File: src/rtl/mips_ctrl_pkg.sv
// Shared encodings for the multicycle MIPS controller: FSM states, opcodes,
// funct codes, ALU controls and datapath mux selects.
package mips_ctrl_pkg;

  typedef enum logic [3:0] {
    S_FETCH    = 4'd0,
    S_DECODE   = 4'd1,
    S_MEMADR   = 4'd2,
    S_MEMRD    = 4'd3,
    S_MEMWB    = 4'd4,
    S_MEMWR    = 4'd5,
    S_EXECUTE  = 4'd6,
    S_ALUWB    = 4'd7,
    S_ADDIEXEC = 4'd8,
    S_ADDIWB   = 4'd9,
    S_BRANCH   = 4'd10,
    S_JUMP     = 4'd11,
    S_TRAP     = 4'd12
  } state_t;

  localparam logic [5:0] OP_RTYPE = 6'b000000;
  localparam logic [5:0] OP_LW    = 6'b100011;
  localparam logic [5:0] OP_SW    = 6'b101011;
  localparam logic [5:0] OP_ADDI  = 6'b001000;
  localparam logic [5:0] OP_BEQ   = 6'b000100;
  localparam logic [5:0] OP_BNE   = 6'b000101;
  localparam logic [5:0] OP_J     = 6'b000010;

  localparam logic [5:0] FUNCT_ADD = 6'b100000;
  localparam logic [5:0] FUNCT_SUB = 6'b100010;
  localparam logic [5:0] FUNCT_AND = 6'b100100;
  localparam logic [5:0] FUNCT_OR  = 6'b100101;
  localparam logic [5:0] FUNCT_SLT = 6'b101010;

  typedef enum logic [2:0] {
    ALU_AND = 3'b000,
    ALU_OR  = 3'b001,
    ALU_ADD = 3'b010,
    ALU_SUB = 3'b110,
    ALU_SLT = 3'b111
  } alucontrol_t;

  // ALU_NONE yields alucontrol 000 in states that do not use the ALU.
  typedef enum logic [1:0] {
    ALUOP_NONE  = 2'b00,
    ALUOP_ADD   = 2'b01,
    ALUOP_SUB   = 2'b10,
    ALUOP_FUNCT = 2'b11
  } aluop_t;

  typedef enum logic [1:0] {
    SRCB_B     = 2'b00,
    SRCB_FOUR  = 2'b01,
    SRCB_IMM   = 2'b10,
    SRCB_IMMSH = 2'b11
  } alusrcb_t;

  typedef enum logic [1:0] {
    PCSRC_ALU    = 2'b00,
    PCSRC_ALUOUT = 2'b01,
    PCSRC_JUMP   = 2'b10
  } pcsrc_t;

  typedef struct packed {
    logic     pcwrite;
    logic     branch;
    logic     bne_sel;
    logic     memwrite;
    logic     irwrite;
    logic     regwrite;
    logic     iord;
    logic     memtoreg;
    logic     regdst;
    logic     alusrca;
    alusrcb_t alusrcb;
    pcsrc_t   pcsrc;
    aluop_t   aluop;
  } ctrl_t;

  // States in which an instruction completes and is counted as retired.
  function automatic logic retires(state_t s);
    return s inside {S_MEMWB, S_MEMWR, S_ALUWB, S_ADDIWB, S_BRANCH, S_JUMP};
  endfunction

endpackage

File: src/rtl/mips_multicycle_ctrl_if.sv
// Controller <-> datapath bundle: instruction fields and zero flag in,
// enables, mux selects, trap flag and retire count out.
interface mips_multicycle_ctrl_if;
  logic [5:0]  op;
  logic [5:0]  funct;
  logic        zero;
  logic        pcen;
  logic        memwrite;
  logic        irwrite;
  logic        regwrite;
  logic        iord;
  logic        memtoreg;
  logic        regdst;
  logic        alusrca;
  logic [1:0]  alusrcb;
  logic [1:0]  pcsrc;
  logic [2:0]  alucontrol;
  logic        illegal;
  logic [31:0] instret;

  modport master (
    input  op, funct, zero,
    output pcen, memwrite, irwrite, regwrite, iord, memtoreg, regdst,
           alusrca, alusrcb, pcsrc, alucontrol, illegal, instret
  );

  modport slave (
    output op, funct, zero,
    input  pcen, memwrite, irwrite, regwrite, iord, memtoreg, regdst,
           alusrca, alusrcb, pcsrc, alucontrol, illegal, instret
  );
endinterface

File: src/rtl/mips_aludec.sv
// ALU decoder: maps the controller's ALU request and the R-type funct field
// onto an alucontrol code, and flags whether funct names a supported op.
module mips_aludec
  import mips_ctrl_pkg::*;
(
  input  logic [5:0] funct,
  input  aluop_t     aluop,
  output logic [2:0] alucontrol,
  output logic       funct_valid
);

  alucontrol_t funct_op;

  always_comb begin
    funct_op    = ALU_AND;
    funct_valid = 1'b1;
    case (funct)
      FUNCT_ADD: funct_op = ALU_ADD;
      FUNCT_SUB: funct_op = ALU_SUB;
      FUNCT_AND: funct_op = ALU_AND;
      FUNCT_OR:  funct_op = ALU_OR;
      FUNCT_SLT: funct_op = ALU_SLT;
      default:   funct_valid = 1'b0;
    endcase
  end

  always_comb begin
    alucontrol = 3'b000;
    case (aluop)
      ALUOP_ADD:   alucontrol = ALU_ADD;
      ALUOP_SUB:   alucontrol = ALU_SUB;
      ALUOP_FUNCT: alucontrol = funct_op;
      default:     alucontrol = 3'b000;
    endcase
  end

endmodule

File: src/rtl/mips_multicycle_ctrl.sv
// Multicycle MIPS control FSM: sequences fetch/decode/execute/memory/writeback
// over a shared ALU and unified memory, with a sticky illegal trap and instret.
module mips_multicycle_ctrl
  import mips_ctrl_pkg::*;
(
  input  logic clk,
  input  logic res,
  mips_multicycle_ctrl_if.master ctrl
);

  state_t      state_q, state_d;
  ctrl_t       cs, cs_gated;
  logic        funct_valid;
  logic        illegal_q;
  logic [31:0] instret_q;

  // NOTE: sequential state uses non-blocking assignments so every flop
  // samples pre-edge values regardless of process ordering.
  always_ff @(posedge clk or posedge res) begin
    if (res) state_q <= S_FETCH;
    else     state_q <= state_d;
  end

  // NOTE: each combinational block assigns a default first, so no path
  // through the case leaves a signal unassigned and infers a latch.
  always_comb begin
    state_d = state_q;
    unique case (state_q)
      S_FETCH: state_d = S_DECODE;
      S_DECODE: begin
        case (ctrl.op)
          OP_LW, OP_SW:   state_d = S_MEMADR;
          OP_RTYPE:       state_d = S_EXECUTE;
          OP_ADDI:        state_d = S_ADDIEXEC;
          OP_BEQ, OP_BNE: state_d = S_BRANCH;
          OP_J:           state_d = S_JUMP;
          default:        state_d = S_TRAP;
        endcase
      end
      S_MEMADR:   state_d = (ctrl.op == OP_LW) ? S_MEMRD : S_MEMWR;
      S_MEMRD:    state_d = S_MEMWB;
      S_EXECUTE:  state_d = funct_valid ? S_ALUWB : S_TRAP;
      S_ADDIEXEC: state_d = S_ADDIWB;
      S_MEMWB, S_MEMWR, S_ALUWB, S_ADDIWB, S_BRANCH, S_JUMP:
                  state_d = S_FETCH;
      S_TRAP:     state_d = S_TRAP;
      default:    state_d = S_FETCH;
    endcase
  end

  always_comb begin
    cs = '0;
    unique case (state_q)
      S_FETCH: begin
        cs.irwrite = 1'b1;
        cs.alusrcb = SRCB_FOUR;
        cs.aluop   = ALUOP_ADD;
        cs.pcsrc   = PCSRC_ALU;
        cs.pcwrite = 1'b1;
      end
      S_DECODE: begin
        cs.alusrcb = SRCB_IMMSH;
        cs.aluop   = ALUOP_ADD;
      end
      S_MEMADR, S_ADDIEXEC: begin
        cs.alusrca = 1'b1;
        cs.alusrcb = SRCB_IMM;
        cs.aluop   = ALUOP_ADD;
      end
      S_MEMRD: cs.iord = 1'b1;
      S_MEMWB: begin
        cs.memtoreg = 1'b1;
        cs.regwrite = 1'b1;
      end
      S_MEMWR: begin
        cs.iord     = 1'b1;
        cs.memwrite = 1'b1;
      end
      S_EXECUTE: begin
        cs.alusrca = 1'b1;
        cs.alusrcb = SRCB_B;
        cs.aluop   = ALUOP_FUNCT;
      end
      S_ALUWB: begin
        cs.regdst   = 1'b1;
        cs.regwrite = 1'b1;
      end
      S_ADDIWB: cs.regwrite = 1'b1;
      S_BRANCH: begin
        cs.alusrca = 1'b1;
        cs.alusrcb = SRCB_B;
        cs.aluop   = ALUOP_SUB;
        cs.pcsrc   = PCSRC_ALUOUT;
        cs.branch  = 1'b1;
        cs.bne_sel = (ctrl.op == OP_BNE);
      end
      S_JUMP: begin
        cs.pcsrc   = PCSRC_JUMP;
        cs.pcwrite = 1'b1;
      end
      default: cs = '0;
    endcase
  end

  // Reset returns the state to FETCH asynchronously, but FETCH asserts writes,
  // so every control is held low for as long as res is high.
  always_comb begin
    cs_gated = cs;
    if (res) cs_gated = '0;
  end

  mips_aludec u_aludec (
    .funct       (ctrl.funct),
    .aluop       (cs_gated.aluop),
    .alucontrol  (ctrl.alucontrol),
    .funct_valid (funct_valid)
  );

  always_ff @(posedge clk or posedge res) begin
    if (res) begin
      illegal_q <= 1'b0;
      instret_q <= '0;
    end else begin
      illegal_q <= illegal_q | (state_d == S_TRAP);
      if (retires(state_q)) instret_q <= instret_q + 32'd1;
    end
  end

  // Branch taken-ness is resolved from the live zero flag, never registered.
  assign ctrl.pcen     = cs_gated.pcwrite |
                         (cs_gated.branch & (ctrl.zero ^ cs_gated.bne_sel));
  assign ctrl.memwrite = cs_gated.memwrite;
  assign ctrl.irwrite  = cs_gated.irwrite;
  assign ctrl.regwrite = cs_gated.regwrite;
  assign ctrl.iord     = cs_gated.iord;
  assign ctrl.memtoreg = cs_gated.memtoreg;
  assign ctrl.regdst   = cs_gated.regdst;
  assign ctrl.alusrca  = cs_gated.alusrca;
  assign ctrl.alusrcb  = cs_gated.alusrcb;
  assign ctrl.pcsrc    = cs_gated.pcsrc;
  assign ctrl.illegal  = illegal_q;
  assign ctrl.instret  = instret_q;

endmodule

File: src/flat_wrapper.sv
// flat-port wrapper written by rule: the top's interface ports become plain ports
module mips_multicycle_ctrl_flat import mips_ctrl_pkg::*;
  (clk, res, ctrl_op, ctrl_funct, ctrl_zero, ctrl_pcen, ctrl_memwrite, ctrl_irwrite, ctrl_regwrite, ctrl_iord, ctrl_memtoreg, ctrl_regdst, ctrl_alusrca, ctrl_alusrcb, ctrl_pcsrc, ctrl_alucontrol, ctrl_illegal, ctrl_instret);
  mips_multicycle_ctrl_if ctrl_i ();
  input  logic clk;
  input  logic res;
  input wire logic [$bits(ctrl_i.op)-1:0] ctrl_op;
  input wire logic [$bits(ctrl_i.funct)-1:0] ctrl_funct;
  input wire logic [$bits(ctrl_i.zero)-1:0] ctrl_zero;
  output wire logic [$bits(ctrl_i.pcen)-1:0] ctrl_pcen;
  output wire logic [$bits(ctrl_i.memwrite)-1:0] ctrl_memwrite;
  output wire logic [$bits(ctrl_i.irwrite)-1:0] ctrl_irwrite;
  output wire logic [$bits(ctrl_i.regwrite)-1:0] ctrl_regwrite;
  output wire logic [$bits(ctrl_i.iord)-1:0] ctrl_iord;
  output wire logic [$bits(ctrl_i.memtoreg)-1:0] ctrl_memtoreg;
  output wire logic [$bits(ctrl_i.regdst)-1:0] ctrl_regdst;
  output wire logic [$bits(ctrl_i.alusrca)-1:0] ctrl_alusrca;
  output wire logic [$bits(ctrl_i.alusrcb)-1:0] ctrl_alusrcb;
  output wire logic [$bits(ctrl_i.pcsrc)-1:0] ctrl_pcsrc;
  output wire logic [$bits(ctrl_i.alucontrol)-1:0] ctrl_alucontrol;
  output wire logic [$bits(ctrl_i.illegal)-1:0] ctrl_illegal;
  output wire logic [$bits(ctrl_i.instret)-1:0] ctrl_instret;
  assign ctrl_i.op = ctrl_op;
  assign ctrl_i.funct = ctrl_funct;
  assign ctrl_i.zero = ctrl_zero;
  assign ctrl_pcen = ctrl_i.pcen;
  assign ctrl_memwrite = ctrl_i.memwrite;
  assign ctrl_irwrite = ctrl_i.irwrite;
  assign ctrl_regwrite = ctrl_i.regwrite;
  assign ctrl_iord = ctrl_i.iord;
  assign ctrl_memtoreg = ctrl_i.memtoreg;
  assign ctrl_regdst = ctrl_i.regdst;
  assign ctrl_alusrca = ctrl_i.alusrca;
  assign ctrl_alusrcb = ctrl_i.alusrcb;
  assign ctrl_pcsrc = ctrl_i.pcsrc;
  assign ctrl_alucontrol = ctrl_i.alucontrol;
  assign ctrl_illegal = ctrl_i.illegal;
  assign ctrl_instret = ctrl_i.instret;
  mips_multicycle_ctrl u_core (.clk(clk), .res(res), .ctrl(ctrl_i));
endmodule
File: config.mk
export PLATFORM = sky130hd
export DESIGN_NAME = mips_multicycle_ctrl_flat
export DESIGN_NICKNAME = d
export VERILOG_FILES = /design/src/rtl/mips_ctrl_pkg.sv /design/src/rtl/mips_multicycle_ctrl_if.sv /design/src/rtl/mips_aludec.sv /design/src/rtl/mips_multicycle_ctrl.sv /design/src/flat_wrapper.sv
export SDC_FILE = /design/constraint.sdc
export NUM_CORES = 1
export LEC_CHECK = 0
export CORE_UTILIZATION = 47
export DETAILED_ROUTE_END_ITERATION = 10
export PLACE_DENSITY_LB_ADDON = 0.3
export SYNTH_ARGS = -nofsm -noshare
export SYNTH_HDL_FRONTEND = slang
export SYNTH_SLANG_ARGS = --single-unit
File: constraint.sdc
create_clock -name clk -period 3 [get_ports clk]
set_input_delay 0.6 -clock clk [delete_from_list [all_inputs] [get_ports clk]]
set_output_delay 0.6 -clock clk [all_outputs]
set_load 0.005 [all_outputs]
==> impl_metrics.tcl <==
set metrics [dict create \
    synthSimpleGateAreaFrac_pct 27.2 \
    leakage_nw 1.14 \
    min_to "u_core.ctrl.illegal" \
    r2r_cells 5 \
    viasPerCell 5.58 \
    drtIter0Drc 222 \
    wl_per_cell_um 14.2 \
    maxCapViolations 0 \
    ys_types 44 \
    cts.root.buffer_cell "clkbuf_8" \
    peakVddDrop_mv 0.418 \
    hp-class "reg -> reg" \
    whs_ns 0.467 \
    syn_inst 215 \
    syn2layout_area_growth_pct 36.3 \
    drv_slew 0 \
    drtPass1Iterations 4 \
    overflow 0 \
    setup_viol 0 \
    yosys_warnings 0 \
    cp_max_fo 10 \
    ctsResizeCount 0 \
    skew_ns 0.00331 \
    die_width_um 68.9 \
    clkLatencyLatePin_ns 0.28 \
    finalHoldViolations 0 \
    min_delay_path_depth 1 \
    synth_fa_ha_area_share_pct 0.595 \
    status "finished, final reports clean" \
    async_flop_share_pct 100 \
    tightest_slew_ns 0.671 \
    netlist_area_sq_mm 0.00210 \
    antenna_found_initial 0 \
    start_util_pct 50.7 \
    ys.flop_type "dfrtp_1" \
    cts.sinks 37 \
    gp_congestion 0.859 \
    final_cell_mix "clkdlybuf4s50_1 (62), dfrtp_1 (37), xnor2_1 (30)" \
    grt_max_degree 38 \
    muxShareOfSynthArea_pct 1.49 \
    ctsLongestPathBuffers 2 \
    io_pins 63 \
    fp.dieArea_sq_mm 0.00474 \
    min_period_over_period_pct 95.6 \
    required_ns 2.40 \
    final_common_cell "clkdlybuf4s50_1" \
    critical_path_class "in -> out" \
    setup_tns_ns 0 \
    cts_tree "yes" \
    synth_top_family_by_area "simple AND/OR/NAND/NOR gates" \
    cp-end-kind "output port" \
    nets 298 \
    place_hpwl_mm 3.41 \
    synth.avg_cell_area_sq_um 9.78 \
    power_density_mw_per_mm2 565 \
    hp-start "u_core.ctrl.illegal" \
    drc 0 \
    clk_pin_slew_ns 0.06 \
    synth_nets 231 \
    r2r_start "u_core.state_q[1]" \
    synth_compound_area_share_pct 7.98 \
    grt_pass1_vias 1558 \
    rr_endpoint "u_core.ctrl.instret[29]" \
    antenna_left 0 \
    drive_above_1_share_pct 7.47 \
    crit_chain "clkdlybuf4s50_1, nor4_1, and2_1, a211o_1, clkdlybuf4s50_1" \
    rows 23 \
    rsz0062_at_grt "false" \
    cpPeakStageDelay_ns 0.68 \
    fmax_mhz 349 \
    cts_buffers 5 \
    post_cts_buffers 0 \
    antennaDiodeCount 0 \
    path_common_cell "clkdlybuf4s50_1" \
    synth-seq-cells 37 \
    core_sq_mm 0.00414 \
    r2r_slack_ns 0.73 \
    grt_pass1_wl_mm 7.21 \
    synth_xor_area_share_pct 14.9 \
    cts_hold_buf 0 \
    drt-total-wl_mm 4.70 \
    yosysSeqAreaShare_pct 44.0 \
    htree_levels 2 \
    fin_crit_ns 2.87 \
    dieHeight_um 68.9 \
    vias 1848 \
    worst_ep_arrival_time_ns 2.27 \
    globalRouteTotalUtil_pct 20.6 \
    worst_setup_path_start_kind "primary input" \
    cp_slowest_cell "clkdlybuf4s50_1" \
    numPortBuffers 62 \
    relSlewSlack_pct 54.9 \
    synth-edff-count 0 \
]
==> where the power goes <==
group / internal, mW / switching [mW]
Clock: 0.153 / 0.158
Combinational: 0.333 / 0.294
Sequential: 0.561 / 0.119
Total: 1.05 / 0.571
==> metal layers <==
| layer | vias to the layer above | wire length, um | GRT usage (%) |
|---|---|---|---|
| li1 | 904 | - | - |
| met3 | 5 | 404 | 4.44 |
| met1 | 848 | 2220 | 29.7 |
| met5 | - | 0 | 0 |
| met4 | 0 | 41 | 7.14 |
| met2 | 91 | 2030 | 30.3 |
==> per-stage QoR <==
| stage | instance area [sq um] | worst slack, ns | power [mW] | instances | utilization (%) |
|---|---|---|---|---|---|
| 3_3_place_gp | 2790 | 0.144 | 1.30 | 325 | 67.2 |
| 3_5_place_dp | 2790 | 0.129 | 1.31 | 325 | 67.2 |
| 4_1_cts | 2860 | 0.125 | 1.62 | 331 | 69.0 |
| 6_report | 2860 | 0.131 | 1.62 | 331 | 69.1 |
| 5_1_grt | 2860 | 0.0232 | 1.71 | 331 | 69.1 |
| 2_1_floorplan | 2100 | 0.239 | 1.06 | 215 | - |
==> cell usage after synthesis (5+ instances only) <==
cell | instances | area share [%]
nand3_1 | 19 | 4.5
nand2_1 | 15 | 2.7
nor4_1 | 6 | 1.8
nand2b_1 | 5 | 1.5
and3_1 | 7 | 2.1
dfrtp_1 | 37 | 44
nor3_1 | 7 | 1.7
nand4_1 | 13 | 3.9
inv_1 | 5 | 0.89
xnor2_1 | 30 | 12
nor2_1 | 15 | 2.7
==> sequential cells by signal, summed over array words and instances, names as in the netlist <==
register and flops:
u_core.state_q 4, u_core.ctrl.instret 32, u_core.ctrl.illegal 1
==> cell families after synthesis <==
family | count (synthesis)
flip-flops | 37
multiplexers | 3
XOR/XNOR | 35
AND/OR/NAND/NOR | 103
AO/OA/AOI/OAI | 21
buffers and inverters | 15
adder cells (fa/ha/maj) | 1
==> worst max-delay path, delay by kind of cell <==
family                 cells  cell delay [ns]
AO/OA/AOI/OAI              1             0.26
AND/OR/NAND/NOR            2             0.30
buffers and inverters      2             1.12
==> layout make-up <==
type / instances / area, sq um
Sequential cell: 37 / 926
Fill cell: 345 / 1280
Timing Repair Buffer: 70 / 681
Clock buffer: 5 / 68.8
Tap cell: 50 / 62.6
Clock inverter: 1 / 5.00
Multi-Input combinational cell: 163 / 1100
Inverter: 5 / 18.8
==> how the worst max path moves through the flow <==
stage / cells past startpoint / start / endpoint / slack (ns)
final: 5 / res / ctrl_pcen / 0.13
after global routing: 5 / res / ctrl_pcen / 0.02
after CTS: 5 / res / ctrl_pcen / 0.12
after detailed placement: 6 / ctrl_op[3] / ctrl_pcen / 0.13
after global placement: 6 / ctrl_op[3] / ctrl_pcen / 0.14
after floorplan: 4 / res / ctrl_alucontrol[0] / 0.24
No activity file was read; power rests on OpenSTA's default activity.
